$ cat src/rtl/neuron_feeder.sv
// Sequencer that streams stored (x, w) pairs plus a bias into the single-neuron datapath.
// Optional NEURON_FEEDER_SKIP_ZERO_EN: skip pairs whose weight is zero.
module neuron_feeder #(
  parameter int N_INPUTS     = 3,
  parameter int DATA_W       = 8,
  parameter int DRAIN_CYCLES = 3
) (
  input  logic              clk,
  input  logic              rst,
  input  logic              cfg_we,
  input  logic              cfg_sel,
  input  logic [3:0]        cfg_addr,
  input  logic [DATA_W-1:0] cfg_data,
  input  logic              bias_we,
  input  logic [DATA_W-1:0] bias_in,
  input  logic              start,
  output logic              busy,
  output logic              done,
  output logic              mac_clr,
  output logic              mac_valid,
  output logic              mac_last,
  output logic [DATA_W-1:0] x_out,
  output logic [DATA_W-1:0] w_out,
  output logic [DATA_W-1:0] bias_out
);

  localparam logic [4:0] NW = 5'(N_INPUTS);
  localparam logic [3:0] DL = 4'(DRAIN_CYCLES - 1);

  typedef enum logic [2:0] {
    IDLE, CLEAR, STREAM, DRAIN, DONE
  } state_t;

  state_t state, state_nx;

  logic [DATA_W-1:0] in_f [N_INPUTS];
  logic [DATA_W-1:0] wt_f [N_INPUTS];
  logic [DATA_W-1:0] bias_q;

  logic [4:0] ptr, ptr_nx, cand, after;
  logic [3:0] cnt, cnt_nx;
  logic [N_INPUTS-1:0] elig;
  logic [DATA_W-1:0] x_sel, w_sel;

  logic busy_nx, done_nx, clr_nx, valid_nx, last_nx;
  logic [DATA_W-1:0] x_nx, w_nx, bias_nx;

  // Lowest eligible index at or above 'from'; NW when none remain.
  function automatic logic [4:0] find(
    input logic [N_INPUTS-1:0] m,
    input logic [4:0] from
  );
    find = NW;
    for (int i = N_INPUTS - 1; i >= 0; i--)
      if (m[i] && 5'(i) >= from) find = 5'(i);
  endfunction

  always_comb begin
    for (int i = 0; i < N_INPUTS; i++) begin
`ifdef NEURON_FEEDER_SKIP_ZERO_EN
      elig[i] = (wt_f[i] != '0);
`else
      elig[i] = 1'b1;
`endif
    end
  end

  // Next pair to issue and whether another follows it.
  always_comb begin
    cand  = (state == CLEAR) ? find(elig, 5'd0)
                             : find(elig, ptr + 5'd1);
    after = find(elig, cand + 5'd1);
    x_sel = '0;
    w_sel = '0;
    for (int i = 0; i < N_INPUTS; i++) begin
      if (cand == 5'(i)) begin
        x_sel = in_f[i];
        w_sel = wt_f[i];
      end
    end
  end

  always_comb begin
    state_nx = state;
    ptr_nx   = ptr;
    cnt_nx   = cnt;
    done_nx  = 1'b0;
    clr_nx   = 1'b0;
    valid_nx = 1'b0;
    last_nx  = 1'b0;
    x_nx     = '0;
    w_nx     = '0;
    bias_nx  = bias_out;
    unique case (state)
      IDLE: begin
        if (start) begin
          state_nx = CLEAR;
          clr_nx   = 1'b1;
          bias_nx  = bias_we ? bias_in : bias_q;
        end
      end
      CLEAR, STREAM: begin
        if (cand == NW) begin
          state_nx = DRAIN;
          cnt_nx   = '0;
        end else begin
          state_nx = STREAM;
          ptr_nx   = cand;
          valid_nx = 1'b1;
          last_nx  = (after == NW);
          x_nx     = x_sel;
          w_nx     = w_sel;
        end
      end
      DRAIN: begin
        if (cnt == DL) begin
          state_nx = DONE;
          done_nx  = 1'b1;
        end else begin
          cnt_nx = cnt + 4'd1;
        end
      end
      DONE:    state_nx = IDLE;
      default: state_nx = IDLE;
    endcase
    busy_nx = (state_nx != IDLE);
  end

  always_ff @(posedge clk) begin
    if (rst) begin
      state     <= IDLE;
      ptr       <= '0;
      cnt       <= '0;
      busy      <= 1'b0;
      done      <= 1'b0;
      mac_clr   <= 1'b0;
      mac_valid <= 1'b0;
      mac_last  <= 1'b0;
      x_out     <= '0;
      w_out     <= '0;
      bias_out  <= '0;
      bias_q    <= '0;
      for (int i = 0; i < N_INPUTS; i++) begin
        in_f[i] <= '0;
        wt_f[i] <= '0;
      end
    end else begin
      state     <= state_nx;
      ptr       <= ptr_nx;
      cnt       <= cnt_nx;
      busy      <= busy_nx;
      done      <= done_nx;
      mac_clr   <= clr_nx;
      mac_valid <= valid_nx;
      mac_last  <= last_nx;
      x_out     <= x_nx;
      w_out     <= w_nx;
      bias_out  <= bias_nx;
      // Configuration is frozen outside IDLE.
      if (state == IDLE) begin
        if (bias_we) bias_q <= bias_in;
        for (int i = 0; i < N_INPUTS; i++) begin
          if (cfg_we && cfg_addr == 4'(i)) begin
            if (cfg_sel) wt_f[i] <= cfg_data;
            else         in_f[i] <= cfg_data;
          end
        end
      end
    end
  end

endmodule

$ cat config.mk
export PLATFORM = sky130hd
export DESIGN_NAME = neuron_feeder
export DESIGN_NICKNAME = d
export VERILOG_FILES = /design/src/rtl/neuron_feeder.sv
export SDC_FILE = /design/constraint.sdc
export NUM_CORES = 1
export LEC_CHECK = 0
export CORE_UTILIZATION = 40
export DETAILED_ROUTE_END_ITERATION = 16
export PLACE_DENSITY = 0.63
export RECOVER_POWER = 100
export SKIP_CTS_REPAIR_TIMING = 1
export SLEW_MARGIN = 25
export SYNTH_ARGS = -nofsm -noshare
export SYNTH_HDL_FRONTEND = slang
export SYNTH_SLANG_ARGS = --single-unit
$ cat constraint.sdc
create_clock -name clk -period 3.95 [get_ports clk]
set_input_delay 0.79 -clock clk [delete_from_list [all_inputs] [get_ports clk]]
set_output_delay 0.79 -clock clk [all_outputs]
set_load 0.01 [all_outputs]
==> results of run 1 <==
==> worst max path at each step <==
stage                     startpoint                      to  slack (ns)  cells after the start
after floorplan              cfg_sel    wt_f[0][0]$_DFFE_PP_        1.26                      2
after global placement        cfg_we    wt_f[0][5]$_DFFE_PP_        1.30                      4
after detailed placement     bias_we  bias_q[7]$_SDFFE_PP0N_        1.28                      4
after CTS                    bias_we  bias_q[7]$_SDFFE_PP0N_        1.64                      4
after global routing             rst   in_f[0][13]$_DFFE_PP_        0.81                      4
final                            rst   in_f[0][15]$_DFFE_PP_        0.99                      4
==> layout make-up <==
cell class	instances	area share (%)
well taps	129	3.50
multi-input cells	195	27.5
flip-flops and latches	94	51.3
repair buffers	60	12.7
clock buffers	11	3.29
clock inverters	5	1.22
inverters	6	0.489
==> worst register-to-register path, stage by stage, from the launching register on <==
cell and delay (ns):
sky130_fd_sc_hd__dfxtp_1 0.53, sky130_fd_sc_hd__or4b_4 0.64, sky130_fd_sc_hd__nor3b_1 0.63, sky130_fd_sc_hd__and2_0 0.31
==> placed cells by master, fill, tap and decap left out, types with 8 or more instances in the layout <==
master,Yosys,layout
sky130_fd_sc_hd__edfxtp_1,48,48
sky130_fd_sc_hd__or3_1,18,18
sky130_fd_sc_hd__nor2_1,9,9
sky130_fd_sc_hd__nand2_1,37,37
sky130_fd_sc_hd__and2_0,0,16
sky130_fd_sc_hd__dfxtp_1,46,45
sky130_fd_sc_hd__o21ai_0,10,10
sky130_fd_sc_hd__a21oi_1,22,25
sky130_fd_sc_hd__dlygate4sd3_1,0,30
sky130_fd_sc_hd__mux2i_1,24,24
sky130_fd_sc_hd__clkbuf_8,0,11
sky130_fd_sc_hd__clkdlybuf4s50_1,0,24
sky130_fd_sc_hd__a211oi_1,8,8
==> per-layer routing <==
layer	GRT usage, %	up-vias
li1	-	1246
met1	20.3	1150
met2	24.8	52
met3	4.29	10
met4	5.32	0
met5	0	-
==> flip-flops by register name (all words and copies together), names as in the netlist, 2 cells and up <==
name	cells
state	3
w_out	8
in_f	24
wt_f	24
bias_q	8
cnt	4
x_out	8
bias_out	8
ptr	2
==> power breakdown <==
group | switching [uW] | internal (uW) | total (uW)
logic | 108 | 108 | 216
registers | 36.2 | 1070 | 1110
clock network | 331 | 328 | 659
==> kinds of logic after synthesis <==
logic type | after synthesis
mux | 24
flops | 94
buf+inv | 27
simple gates | 112
fa+ha+maj | 2
compound gates | 57
==> through the flow <==
stage,utilization (%),power [uW],setup slack (ns)
2_1_floorplan,-,1270,1.26
3_3_place_gp,47.8,1360,1.30
3_5_place_dp,47.9,1360,1.28
4_1_cts,50.1,2020,1.64
5_1_grt,49.9,2070,0.811
6_report,49.9,1980,0.991
==> results, run 1 <==
- The number of global-route vias before repair is 2323.
- The routed design could run at a clock period as short as 2.96 ns.
- The die height is between 90 and 100 um.
- The final instance area is 0.00461 mm2.
- From left edge to right edge, the die measures 99.5 um.
- The stage delay of the slowest cell on the critical path is 0.93 ns.
- At the worst endpoint, the arrival time is 2.98 ns.
- The maximum fanout count along the critical path is 30.
- The run finished with clean final reports.
- The number of top-level pins is 55.
- Yosys mapped a number of flops with a built-in enable equal to 48.
- Of the synthesized area, sequential elements account for 62.2%.
- The wire length after detailed routing is roughly 7000 um.
- Measured against its own limit, the worst slew margin works out to 11.1%.
- The die covers 0.00989 mm2.
- The worst supply voltage drop on vdd is 181 uV.
- The basic-gate share of the synthesized area counting and, or, nand and nor cells is 17.2%.
- The depth of the CTS H-tree is 3.
- The count of vias placed by the detailed router is around 2500.
- Counting instances, the worst hold path has a depth of 2.
- Of the cells placed in the final design, the portion with a size suffix greater than 1 is 8.89%.
- The total placed cells including tap cells is 483.
- STA classifies the critical path endpoint as a flip-flop.
- The core region is roughly 0.009 mm2.
- In this run the cell area of the synthesized design comes to 0.00380 mm2.
- The yosys synthesis warning count is 0.
- Counting every net in the synthesized netlist gives 344.
- Among cell families on the critical path, the largest total delay comes from buffers and inverters.
- The number of nets still failing antenna checks after routing is 0.
- The average cell area after synthesis is 12.0 um2.
- The aggregate global routing overflow is 0.
- The worst setup skew after layout is 0.00670 ns.
- The clock tree from TritonCTS is yes.
- The synthesized netlist devotes 0% of its cell area to XOR and XNOR gates.
- Summed over its instances, the top area cell type makes up a little under two fifths of the synthesized netlist area.
- The clock sink count is 94.
- The wire length per cell is 14.4 um.
- The average via count per standard cell is 4.92.
- Of the total synthesized cell area, the portion taken by full adders, half adders and majority gates is 0.659%.
- The highest signal layer in the routed design is met4.
- Counting instances in the post-synthesis netlist gives the leading cell types as sky130_fd_sc_hd__edfxtp_1 (48), sky130_fd_sc_hd__dfxtp_1 (46), sky130_fd_sc_hd__nand2_1 (37).
- STA classifies the critical path startpoint as a primary input.
- In the synthesized netlist the dominant register cell turns out to be sky130_fd_sc_hd__edfxtp_1.
- Entering global routing, the biggest net connects 33 pins.
- The endpoint of the worst-slack reg-to-reg timing path is wt_f[0][2]$_DFFE_PP_.
- Setup slack on the worst reg-to-reg path comes out at 1.68 ns.
- The net total in the final layout is 394.
- The longest clock path from root to sink contains 2 buffers.
- The final RePlAce weighted congestion is 0.842.
- The number of cells produced by synthesis is around 320.
- The multiplexer fraction of the synthesized cell area is 6.32%.
- The wire length on met1 is 3510 um.
- The routed length on met2 is ~3300 um.
- The final antenna diode count is 0.
- The classification of the worst-slack hold path is reg2reg.
- The reg-to-reg critical path startpoint is state[2]$_SDFF_PP0_.
- The critical path class is in2reg.
- Counting distinct cell types in the post-synthesis netlist gives 45.
- After filler insertion, the fill cell instance count of the layout stands at 857.
- Clock tree synthesis selected as its root buffer the cell sky130_fd_sc_hd__clkbuf_8.
- The beginning of the worst hold path is bias_q[4]$_SDFFE_PP0N_.
- After routing, the total negative slack on setup checks comes to 0 ns.
- The non-filler instance count after layout is 500.
- The share of synthesized flip-flops with an asynchronous set or reset is 0%.
- The number of antenna violations at the first check in global routing was 0.
- Detailed routing placed a total of 248 um of wire on met3.
- The worst path uses 74.9% of the clock period.
- The length of the first detailed-routing pass in iterations is 5.
- In the final layout, the multi-input gates occupy 0.00127 mm2.
- The leading cell type by number of instances after synthesis is sky130_fd_sc_hd__edfxtp_1.
- Sorting the synthesized cells by area gives the leading types as sky130_fd_sc_hd__edfxtp_1 (38%), sky130_fd_sc_hd__dfxtp_1 (24%), sky130_fd_sc_hd__mux2i_1 (6.3%), sky130_fd_sc_hd__nand2_1 (3.7%), sky130_fd_sc_hd__or3_1 (3.0%).
- The measured slew at the worst slew-check pin is 1.32 ns.
- In this run the tool buffered the top-level ports with 54 buffer cells.
- The synthesized netlist devotes around a tenth of its cell area to compound gates.
- Relative to the synthesized area, the layout overhead comes to 21.3%.
- The first global-routing pass estimated 11700 um of wire.
- Setup repair after global routing left no endpoint under its margin.
- The reported max-cap violation count is 0.
- The sequential cell area in the final layout is 0.00236 mm2.
- Dividing total power by cell area gives a power density of 430 mW/mm2.
- The total setup violations reported at the end of the flow is 0.
- The critical path goes through clkdlybuf4s50_1 > clkbuf_1 > inv_1 > nand2_1.
- Summed over all nets, the half-perimeter wirelength after detailed placement is 4610 um.
- The cell taking the most area after synthesis is sky130_fd_sc_hd__edfxtp_1.
- The detailed-route DRC error count is 0.
- The hold violation total from the final report was 0.
- Counting cells, the worst reg-to-reg path comes to 3.
- The hold slack is 0.458 ns.
- The number of buffers and inverters on the critical path is 3.
- For this block, the initial DRC count from the detailed router was 82.
- By area, the combinational part of the netlist is dominated by simple AND/OR/NAND/NOR gates.
- The analysis attributes to cell leakage a power of about 0.0017 uW.
- The number of standard-cell rows in the floorplan is 35.
- The clock insertion delay at the later pin of the skew report is 0.35 ns.
- The number of CTS-inserted buffers is 9.
- The highest achievable clock rate is 338 MHz.
- The max-slew violation total from the final report was 0.
- In this run the cell area measured after placement is 0.00442 mm2.
- After synthesis the netlist holds a flip-flop and latch count of between 90 and 100.
- The critical path required time is 3.97 ns.
- For this configuration, the core starts out at a cell density of 41.1%.
- The register clock-pin slew on the reported worst setup and hold paths is 0.09 ns.
- The path with the worst hold slack has its endpoint at bias_q[4]$_SDFFE_PP0N_.
- The global-route usage over all layers is 15.5%.
- The master of the slowest instance on the critical path is sky130_fd_sc_hd__clkbuf_1.
No activity file was read; power rests on OpenSTA's default activity.
==> run 2, diff against run 1 <==
--- a/config.mk
+++ b/config.mk
@@ -7,7 +7,7 @@
 export LEC_CHECK = 0
 export CORE_UTILIZATION = 40
 export DETAILED_ROUTE_END_ITERATION = 16
-export PLACE_DENSITY = 0.63
+export PLACE_DENSITY = 0.65
 export RECOVER_POWER = 100
 export SKIP_CTS_REPAIR_TIMING = 1
 export SLEW_MARGIN = 25
==> constraint.sdc (replaced) <==
create_clock -name clk -period 2.4 [get_ports clk]
set_input_delay 0.48 -clock clk [delete_from_list [all_inputs] [get_ports clk]]
set_output_delay 0.48 -clock clk [all_outputs]
set_load 0.01 [all_outputs]
==> results, run 2 (synthesis results as in run 1) <==
- The run finished with clean final reports.
- The aggregate global routing overflow was 0 (unchanged).
- The max-slew violation total from the final report is 0 (unchanged).
- The maximum root-to-sink buffer count was 2 (unchanged).
- The register-to-register setup slack is 0.30 ns (-1.38 ns).
- The reported max-cap violation count was 0 (unchanged).
- The depth of the CTS H-tree is 3 (unchanged).
- The fraction of the cycle the final worst path needs is 89.0%.
- The critical path goes through clkdlybuf4s50_1 > nor4_1 > a41o_1 > clkbuf_1.
- The worst setup skew after layout is 0.00893 ns (+0.00223 ns).
- The CTS root buffer is sky130_fd_sc_hd__clkbuf_8.
- The power per cell area is 702 mW/mm2 (+63%).
- The pin count of the biggest net entering global routing is 33 (unchanged).
- The buffering stage count on the worst path with inverters included was 2 (-1).
- The clock insertion delay at the later pin of the skew report is 0.36 ns (about the same).
- The wire length after detailed routing is 7580 um (+5.6%).
- The highest achievable clock rate is approximately 470 MHz.
- The die height was 99.5 um (unchanged).
- In this run the critical register-to-register path is launched from state[0]$_SDFF_PP0_.
- The length of the first detailed-routing pass in iterations came to 4 (-1).
- The post-layout total power came to 3290 uW (+66%).
- The leakage dissipation is 0.00174 uW (+3.6%).
- The hold violation total from the final report came to 0 (unchanged).
- The worst supply voltage drop on vdd came to 337 uV (+87%).
- The wire length on met1 is 3420 um (-2.8%).
- The core footprint is 0.00924 mm2 (unchanged).
- The initial standard-cell utilization of the core was 41.1% (unchanged).
- The starting DRC count in detailed routing is 102 (+24%).
- The first-pass GRT wire length came to 12400 um (+6.3%).
- The number of top-level pins is 55 (unchanged).
- The register clock-pin slew on the reported worst setup and hold paths is 0.09 ns (about the same).
- The final RePlAce weighted congestion was 0.836 (-0.68%).
- The final antenna diode count was 0 (unchanged).
- The stage delay of the slowest cell on the critical path was 0.51 ns (-0.42 ns).
- The die area is 0.00989 mm2 (unchanged).
- The half-perimeter wire length after detailed placement was 5060 um (+9.8%).
- The cell class contributing the biggest share of worst-path delay is buffers and inverters.
- The maximum fanout count along the critical path is 8 (-73%).
- The total setup violations reported at the end of the flow is 0 (unchanged).
- The average via count per standard cell came to 4.98 (+1.3%).
- Leaving out fill and tap cells, the most frequent cell in the layout is sky130_fd_sc_hd__edfxtp_1.
- The largest individual stage delay along the critical path comes from the cell sky130_fd_sc_hd__nor4_1.
- Tracing the worst setup path back leads to its startpoint at cfg_sel.
- The number of CTS-inserted buffers is 9 (unchanged).
- The port buffer count is 54 (unchanged).
- The worst slew margin relative to its limit is 50.1% (+39 points).
- The number of global-route vias before repair is 2571 (+11%).
- The number of antenna violations at the first check in global routing is 0 (unchanged).
- The critical path arrival was 2.14 ns (-0.84 ns).
- The width of the die is 99.5 um (unchanged).
- The count of fill cells added during filler insertion is 862 (+0.58%).
- The number of standard-cell rows in the floorplan came to 35 (unchanged).
- In the final layout, the registers with the most flip-flops are in_f: 24 flops, wt_f: 24 flops.
- The critical path required time was 2.40 ns (-1.57 ns).
- TritonCTS built the clock tree.
- The worst register-to-register path ends at in_f[0][23]$_DFFE_PP_.
- The number of nets still failing antenna checks after routing is 0 (unchanged).
- The routed length on met2 is 3710 um (+11%).
- The wire length per cell came to 14.8 um (+2.7%).
- The worst hold path belongs to the class reg2reg.
- The share of layout cells above drive strength 1 is 10.1% (+1.2 points).
- The critical path ends at in_f[0][23]$_DFFE_PP_.
- Setup repair after global routing left no endpoint under its margin.
- STA classifies the critical path startpoint as a primary input.
- The summed negative setup slack over all endpoints is 0 ns (unchanged).
- The count of vias placed by the detailed router is 2560 (+4.1%).
- The number of cells on the worst reg-to-reg path was 3 (unchanged).
- In the layout the commonest cells are sky130_fd_sc_hd__edfxtp_1 (48), sky130_fd_sc_hd__dfxtp_1 (46), sky130_fd_sc_hd__nand2_1 (37).
- The detailed-route DRC error count is 0 (unchanged).
- The critical path class is in2reg.
- The synthesis-to-layout area growth is 23.3%.
- The global-route usage over all layers is 16.6% (+1.1 points).
- The worst path needs 2.14 ns of the cycle, external delays included.
- After detailed routing, no signal wire sits above met4.
- The count of cell instances traversed by the critical path came to 4 (unchanged).
- The measured slew at the worst slew-check pin is 0.748 ns (-0.567 ns).
- The length of routed met3 wiring is 351 um (+42%).
- The worst setup path is captured at a flip-flop.
- The clock sink count is 94 (unchanged).
- The net total in the final layout is 408 (+3.6%).
## run 2: changes by cell type in the layout (fill, tap and decap cells not counted), sizes merged
cell	before	now
clkinvlp	0	1
clkinv	3	1
bufinv	1	0
buf	5	12
clkdlybuf4s50	24	22
dlygate4sd3	30	32
clkbuf	12	21
## run 2: worst min path at each step
| stage | depth (start not counted) | slack, ns | to | startpoint |
|---|---|---|---|---|
| CTS | 2 | 0.46 | bias_q[5]$_SDFFE_PP0N_ | bias_q[5]$_SDFFE_PP0N_ |
| floorplan | 2 | 0.44 | bias_q[0]$_SDFFE_PP0N_ | bias_q[0]$_SDFFE_PP0N_ |
| global route | 2 | 0.49 | bias_q[6]$_SDFFE_PP0N_ | bias_q[6]$_SDFFE_PP0N_ |
| detailed placement | 2 | 0.45 | bias_q[5]$_SDFFE_PP0N_ | bias_q[5]$_SDFFE_PP0N_ |
| finish | 2 | 0.46 | bias_q[5]$_SDFFE_PP0N_ | bias_q[5]$_SDFFE_PP0N_ |
| global placement | 2 | 0.44 | bias_q[1]$_SDFFE_PP0N_ | bias_q[1]$_SDFFE_PP0N_ |
## run 2: report_power, final
group | total, uW | internal [uW] | switching [uW] | leakage, uW
clock | 1090 | 535 | 555 | 0.000106
combinational | 398 | 191 | 207 | 0.000762
sequential | 1800 | 1760 | 36.9 | 0.000873
## run 2: area by class of cell
type	count	area (um2)	area share [%]
flip-flops and latches	94	2360	50.4
well taps	129	161	3.44
clock inverters	3	21.3	0.454
inverters	6	22.5	0.481
clock buffers	13	191	4.09
multi-input cells	195	1250	26.6
repair buffers	74	678	14.5
## run 2: through the flow
| step | utilization, % | setup slack, ns | hold slack [ns] | area, um2 | instances |
|---|---|---|---|---|---|
| 6_report | 50.7 | 0.263 | 0.458 | 4690 | 514 |
| 5_1_grt | 50.7 | 0.177 | 0.488 | 4690 | 514 |
| 4_1_cts | 51.4 | 0.439 | 0.460 | 4750 | 514 |
| 3_5_place_dp | 49.1 | 0.0527 | 0.446 | 4540 | 498 |
| 3_3_place_gp | 49.1 | 0.0542 | 0.441 | 4540 | 498 |
| 2_1_floorplan | - | 0.00384 | 0.436 | 3800 | 316 |
## run 2: metal layers
layer	global-route usage, %	up-vias
met5	0	-
met4	6.00	0
met3	4.01	10
met2	29.2	63
met1	19.8	1218
li1	-	1269
## run 2: worst min-delay path, delay by kind of cell, from the launching register on
kind | cells | cell delay (ns)
AOI/OAI and AO/OA | 1 | 0.05
DFF | 1 | 0.32
and+or+nand+nor | 1 | 0.05
==> RTL edit: new RTL, settings of run 2 <==
Register the input `cfg_addr` before use, with the module's reset. The logic sees it one clock later. The other inputs are not delayed to match.
--- a/src/rtl/neuron_feeder.sv
+++ b/src/rtl/neuron_feeder.sv
@@ -30,6 +30,16 @@
   typedef enum logic [2:0] {
     IDLE, CLEAR, STREAM, DRAIN, DONE
   } state_t;
+
+  logic [3:0] cfg_addr_q;
+
+  always_ff @(posedge clk) begin
+    if (rst) begin
+      cfg_addr_q <= '0;
+    end else begin
+      cfg_addr_q <= cfg_addr;
+    end
+  end
 
   state_t state, state_nx;
 
@@ -160,7 +170,7 @@
       if (state == IDLE) begin
         if (bias_we) bias_q <= bias_in;
         for (int i = 0; i < N_INPUTS; i++) begin
-          if (cfg_we && cfg_addr == 4'(i)) begin
+          if (cfg_we && cfg_addr_q == 4'(i)) begin
             if (cfg_sel) wt_f[i] <= cfg_data;
             else         in_f[i] <= cfg_data;
           end
Check against the original RTL: not equivalent (a bounded check fails within 4 cycles, from zero or initial values and one cycle with rst high).
==> RTL edit against run 2 <==
  * Sequential cell count grew 4
  * Synthesized area grew 0.16%
  * Design area shrank 0.37%
  * Total power rose by 1.4%
  * Sequential power grew 5%
  * Worst setup slack lost 90 ps
  * Routed wire length is 6.8% lower
  * Critical path type unchanged
==> RTL edit: results <==
[yosys]
yosys-top-cells-area = edfxtp_1, dfxtp_1, mux2i_1
seq_area_frac_synth_pct = 64.2
synthDistinctLibCells = 40
synth_commonest_cells = dfxtp_1, edfxtp_1, nand2_1
synth_nets = 348
syn_area_per_cell_um2 = 11.9

[placement]
dp_hpwl_um = 4720
placed_cells = 496
dp_slack_ps = -12.8
gp_congestion = 0.755

[sta]
finClkSkew_ps = 12.1
worstMarginPinSlew_ps = 563

[finish]
instances_no_fill = 512
fin_nets = 406
fill_cells = 829
drive_gt1_share_pct = 7.05

[global_route]
grt_usage_pct = 15.4
grt_pass1_vias = 2376
grt_first_pass_wirelength_um = 11600

[route]
viasPerCell = 4.82
wl_um = 7070
drt_iter0_drc = 71

[setup_path]
crit_arrival_ps = 2220

[power_and_ir_drop]
leakage_nw = 1.74

[clock_tree]
htree_levels = 3

[outcome]
status = finished, final reports clean
==> RTL edit: final cells by class <==
cell class	instances	area (µm²)	area share, %
Timing Repair Buffer	65	619	13.3
Tap cell	129	161	3.46
Inverter	4	15.0	0.322
Clock inverter	5	62.6	1.34
Sequential cell	98	2440	52.3
Clock buffer	11	141	3.03
Multi-Input combinational cell	200	1230	26.3
==> RTL edit: worst max-delay path: stages <==
cell	delay, ps
clkdlybuf4s50_1	440
or3b_1	450
o41ai_1	390
clkbuf_1	450
==> RTL edit: cells by family after synthesis <==
family	synth area share, %
adders and majority gates	0.657
and+or+nand+nor	17.1
buffers and inverters	3.16
xor gates and xnor gates	0.460
DFF	64.2
muxes	6.31
AOI/OAI and AO/OA	8.15
==> RTL edit: per-stage QoR <==
stage | total power, mW | hold slack, ps | instance area (µm²) | utilization [%] | TNS [ps]
6_report | 3.33 | 458 | 4670 | 50.5 | 0
5_1_grt | 3.48 | 484 | 4670 | 50.5 | 0
4_1_cts | 3.39 | 460 | 4700 | 50.9 | 0
3_5_place_dp | 2.33 | 446 | 4500 | 48.7 | -101
3_3_place_gp | 2.32 | 441 | 4500 | 48.7 | 0
2_1_floorplan | 2.16 | 436 | 3810 | - | 0
==> RTL edit: power by group through the flow <==
stage | Sequential (mW) | Combinational (mW) | Clock [mW]
after floorplan | 1.93 | 0.231 | 0
after global placement | 1.93 | 0.398 | 0
after detailed placement | 1.93 | 0.403 | 0
after CTS | 1.89 | 0.405 | 1.10
after global routing | 1.90 | 0.418 | 1.16
final | 1.89 | 0.377 | 1.07
==> RTL edit: path summary, 6_finish.rpt <==
| kind | slack, ps | end | cells past startpoint | startpoint |
|---|---|---|---|---|
| setup / recovery | 170 | wt_f[0][5]$_DFFE_PP_ | 4 | cfg_we |
| hold / removal | 460 | bias_q[2]$_SDFFE_PP0N_ | 2 | bias_q[2]$_SDFFE_PP0N_ |
| setup reg to reg | 360 | wt_f[0][5]$_DFFE_PP_ | 4 | state[2]$_SDFF_PP0_ |
| hold reg to reg | 460 | bias_q[2]$_SDFFE_PP0N_ | 2 | bias_q[2]$_SDFFE_PP0N_ |
==> RTL edit: layer usage <==
metal / vias to the layer above / global-route usage (%) / share of wire (%)
met5: - / 0 / 0
met4: 0 / 4.64 / 1.2
met3: 9 / 4.36 / 4.7
met2: 68 / 25.0 / 47
met1: 1153 / 20.0 / 47
li1: 1239 / - / -
